==> config.mk <==
export PLATFORM = sky130hd
export DESIGN_NAME = reg_req_encoder
export DESIGN_NICKNAME = d
export VERILOG_FILES = /design/src/rtl/reg_req_encoder.sv
export SDC_FILE = /design/constraint.sdc
export NUM_CORES = 1
export LEC_CHECK = 0
export CORE_MARGIN = 5
export CORE_UTILIZATION = 55
export DETAILED_ROUTE_END_ITERATION = 8
export PLACE_DENSITY = 0.77
export SETUP_SLACK_MARGIN = 0.4
export SKIP_LAST_GASP = 1
export SLEW_MARGIN = 10
export SYNTH_ARGS = -nofsm -noshare
export SYNTH_HDL_FRONTEND = slang
export SYNTH_SLANG_ARGS = --single-unit
==> constraint.sdc <==
create_clock -name clock -period 11.5 [get_ports clock]
set_input_delay 3.45 -clock clock [delete_from_list [all_inputs] [get_ports clock]]
set_output_delay 3.45 -clock clock [all_outputs]
set_load 0.02 [all_outputs]
==> src/rtl/reg_req_encoder.sv <==
// reg_req_encoder: sticky 8-line request collector, round-robin encoded to a 3-bit index.
// Define ENC_ONEHOT_CHECK_EN to build the sticky multi-hot request flag on err.
module reg_req_encoder (
   input  logic       clock,
   input  logic       reset,
   input  logic [7:0] req,
   input  logic       ready,
   output logic       valid,
   output logic [2:0] register,
   output logic       busy,
   output logic       err
);

   typedef enum logic {IDLE, HOLD} state_t;

   state_t     state_q, state_d;
   logic [7:0] pending_q, pending_d;
   logic [2:0] ptr_q, ptr_d;
   logic [2:0] reg_q, reg_d;
   logic       valid_q, valid_d;

   logic       accept;
   logic [7:0] clear;
   logic [7:0] cand;
   logic [2:0] scan_ptr;
   logic [2:0] idx;
   logic [2:0] sel_idx;
   logic       sel_hit;

   assign accept   = valid_q & ready;
   assign clear    = accept ? (8'h80 >> reg_q) : 8'h00;
   assign cand     = (pending_q & ~clear) | req;
   // On accept the scan starts just past the granted index, same cycle.
   assign scan_ptr = accept ? reg_q + 3'd1 : ptr_q;

   always_comb begin
      idx     = 3'd0;
      sel_idx = scan_ptr;
      sel_hit = 1'b0;
      for (int k = 7; k >= 0; k--) begin
         idx = scan_ptr + 3'(k);
         if (cand[3'd7 - idx]) begin
            sel_idx = idx;
            sel_hit = 1'b1;
         end
      end
   end

   always_comb begin
      state_d   = state_q;
      pending_d = cand;
      ptr_d     = ptr_q;
      reg_d     = reg_q;
      valid_d   = valid_q;
      unique case (state_q)
         IDLE: begin
            if (sel_hit) begin
               reg_d   = sel_idx;
               valid_d = 1'b1;
               state_d = HOLD;
            end
         end
         HOLD: begin
            if (ready) begin
               ptr_d = reg_q + 3'd1;
               if (sel_hit) begin
                  reg_d = sel_idx;
               end else begin
                  valid_d = 1'b0;
                  state_d = IDLE;
               end
            end
         end
      endcase
   end

   always_ff @(posedge clock) begin
      if (reset) begin
         state_q   <= IDLE;
         pending_q <= 8'h00;
         ptr_q     <= 3'd0;
         reg_q     <= 3'd0;
         valid_q   <= 1'b0;
      end else begin
         state_q   <= state_d;
         pending_q <= pending_d;
         ptr_q     <= ptr_d;
         reg_q     <= reg_d;
         valid_q   <= valid_d;
      end
   end

`ifdef ENC_ONEHOT_CHECK_EN
   logic err_q, err_d;

   // x & (x-1) is nonzero exactly when more than one bit is set.
   assign err_d = err_q | ((req & (req - 8'd1)) != 8'd0);

   always_ff @(posedge clock) begin
      if (reset) begin
         err_q <= 1'b0;
      end else begin
         err_q <= err_d;
      end
   end

   assign err = err_q;
`else
   assign err = 1'b0;
`endif

   assign valid    = valid_q;
   assign register = reg_q;
   assign busy     = (pending_q != 8'h00) | valid_q;

endmodule

==> reports/qor.yml <==
outcome:
  status: "complete, no violations"
global_routing:
  grt_pass1_vias: 1696
  grt_pass1_wl_um: 8390
  grt_max_degree: 24
  grt_antenna_before_repair: 0
  track_usage_pct: 23.8
  grt_overflow: 0
routing:
  via_count: 1852
  drtAntennaViolNets: 0
  wl_per_cell_um: 18.7
  drc: 0
  drtIter0Drc: 262
  drt_wl_total_um: 4980
  viasPerCell: 6.94
  dr.pass1.iters: 6
clocking:
  insertion_delay_ps: 290
  cts_buffers: 3
  clk_pin_slew_ps: 80
  h-tree-depth: 1
  cts_buffer_depth: 2
  cts_tree: "yes"
  ctsResizeCount: 0
  ctsHoldBuffers: 0
  cts.sinks: 16
  cts_setup_buffers: 0
  cts_root_buf: "clkbuf_4"
sta:
  hold_viol: 0
  setup_viol: 0
  period_share_pct: 63.7
  worst_slew_pin_slew_ps: 810
  clock_skew_ps: 11.9
  slew_violations: 0
  max_freq_mhz: 136
  period_needed_ps: 7330
  rsz0062_at_grt: "false"
  slew_headroom_pct: 45.8
  setup_slack_ps: 4170
  setup_tns_ps: 0
placed_design:
  post_dp_cell_area_mm2: 0.00193
  io_buffer_count: 15
  dp_hpwl_um: 3830
  gp_congestion: 0.988
  post-place-ws_ps: 4100
  dp.cells: 264
synthesis:
  avgSynthCellArea_um2: 8.36
  syn_area_mm2: 0.00181
  seq_area_frac_synth_pct: 17.7
  synth_cell_type_count: 71
  ys_async_sr_fraction_pct: 0
  synth_seq_cells: 16
  yosys_warnings: 0
  synth_edf_count: 0
  syn_inst: 216
  synth_flop_cell: "dfxtp_1"
  syn-num-nets: 235
worst_setup_path:
  reg2reg_to: "register[0]"
  required_ps: 11680
  r2r-start: "register[0]"
  cp.arrival_ps: 7510
  crit_type: "in2reg"
  reg2regPathDepth: 12
  worst-path-max-fanout: 23
  path_cells: "clkdlybuf4s50_1, nand3_2, nand2_1, inv_2, ha_1, xnor2_1, mux2i_1, o21ai_0, a311oi_1, nand3_1, a32o_1"
  rrSetupSlack_ps: 7460
  cp-start-kind: "primary input"
  crit_path_max_incr_delay_ps: 1000
  cp-end-kind: "flip-flop"
  slowest_stage: "clkdlybuf4s50_1"
worst_hold_path:
  hp-class: "reg2reg"
  min_to: "ptr_q[1]"
  min_path_cells: 2
  min-delay-start: "ptr_q[1]"
power_and_ir_drop:
  switching_share_pct: 49.0
  p_sw_mw: 0.142
  clockPowerShare_pct: 10.4
  powerDensity_mw_per_mm2: 148
  combPwrFrac_pct: 64.9
  power_mw: 0.289
  peakVddDrop_mv: 0.0747
  power.leakage_nw: 0.667
  p_int_mw: 0.147
  power_frac_seq_pct: 24.7
floorplan:
  core_mm2: 0.00310
  rows: 20
  die_x_um: 67.3
  pin_count: 17
  initial_core_util_pct: 58.2
  die_area_mm2: 0.00453
  die_y_um: 67.3
finish:
  final_common_cell: "nor2_1"
  nets: 244
  final_cell_mix: "nor2_1 (26), dfxtp_1 (16), clkdlybuf4s50_1 (15)"
  fin_area_mm2: 0.00195
  area_growth_pct: 8.11
  stdcell_count: 267
  diodes: 0
  num-fill-cells: 278
  drive_gt1_share_pct: 16.1
run:
  max-cap-violations: 0
-- Yosys cell counts, drive strengths merged, types with 6 or more instances --
master  number  area (um^2)
nor2        27          118
a21oi       16          103
nor3        11         76.3
nand3        9         50.1
dfxtp       16          320
o21ai        9         45.0
a211oi       6         50.1
ha           8          100
buf          9         73.8
inv         10         40.0
nand2       11         41.3
-- metrics by stage --
stage	util (%)	hold slack, ps
2_1_floorplan	-	440
3_3_place_gp	62.2	472
3_5_place_dp	62.2	474
4_1_cts	62.9	486
5_1_grt	62.9	501
6_report	62.9	489
-- state kept, by name, summed over array words and instances (netlist names) --
name       flops
pending_q      8
ptr_q          3
register       3
state_q        1
valid          1
-- worst max-delay path: cells and delay by family --
family	cells	cell delay [ps]
buffers and inverters	2	1190
AND/OR/NAND/NOR	3	870
multiplexers	1	350
AO/OA/AOI/OAI	3	940
adder cells (fa/ha/maj)	1	300
XOR/XNOR	1	390
-- power groups by stage --
stage / Combinational, mW / Sequential [mW] / Clock (mW)
finish: 0.188 / 0.0713 / 0.0302
detailed placement: 0.181 / 0.0725 / 0
global route: 0.202 / 0.0726 / 0.0334
CTS: 0.182 / 0.0713 / 0.0307
global placement: 0.179 / 0.0720 / 0
floorplan: 0.140 / 0.0719 / 0
-- final cells by class --
| type | count | area (um^2) | share of cell area (%) |
|---|---|---|---|
| multi-input combinational | 179 | 1360 | 69.9 |
| sequential | 16 | 320 | 16.4 |
| timing repair buffer | 15 | 150 | 7.69 |
| tap | 44 | 55.1 | 2.82 |
| inverter | 10 | 40.0 | 2.05 |
| clock buffer | 3 | 22.5 | 1.15 |
-- how the worst max path moves through the flow --
stage / startpoint / end / slack [ps] / cells after the start
2_1_floorplan: ready / register[0] / 5470 / 10
3_3_place_gp: ready / register[0] / 4240 / 10
3_5_place_dp: ready / register[0] / 4100 / 10
4_1_cts: ready / register[0] / 4370 / 11
5_1_grt: ready / register[0] / 3980 / 11
6_report: ready / register[0] / 4170 / 11
-- cells by family (layout without fill, tap and decap cells) --
kind of cell	after synthesis	count (layout)	synth area share (%)
AO/OA/AOI/OAI	80	80	35.7
multiplexers	10	10	8.45
XOR/XNOR	3	3	1.46
AND/OR/NAND/NOR	77	77	24.2
other	1	1	0.208
adder cells (fa/ha/maj)	8	8	5.54
flip-flops	16	16	17.7
buffers and inverters	21	28	6.72
-- per-layer routing --
metal,global-route usage (%),up-vias,wire length (um)
li1,-,863,-
met1,34.3,850,2130
met2,37.3,121,2220
met3,4.99,18,545
met4,3.29,0,88
met5,0,-,0
Power figures use the tool's default switching activity.
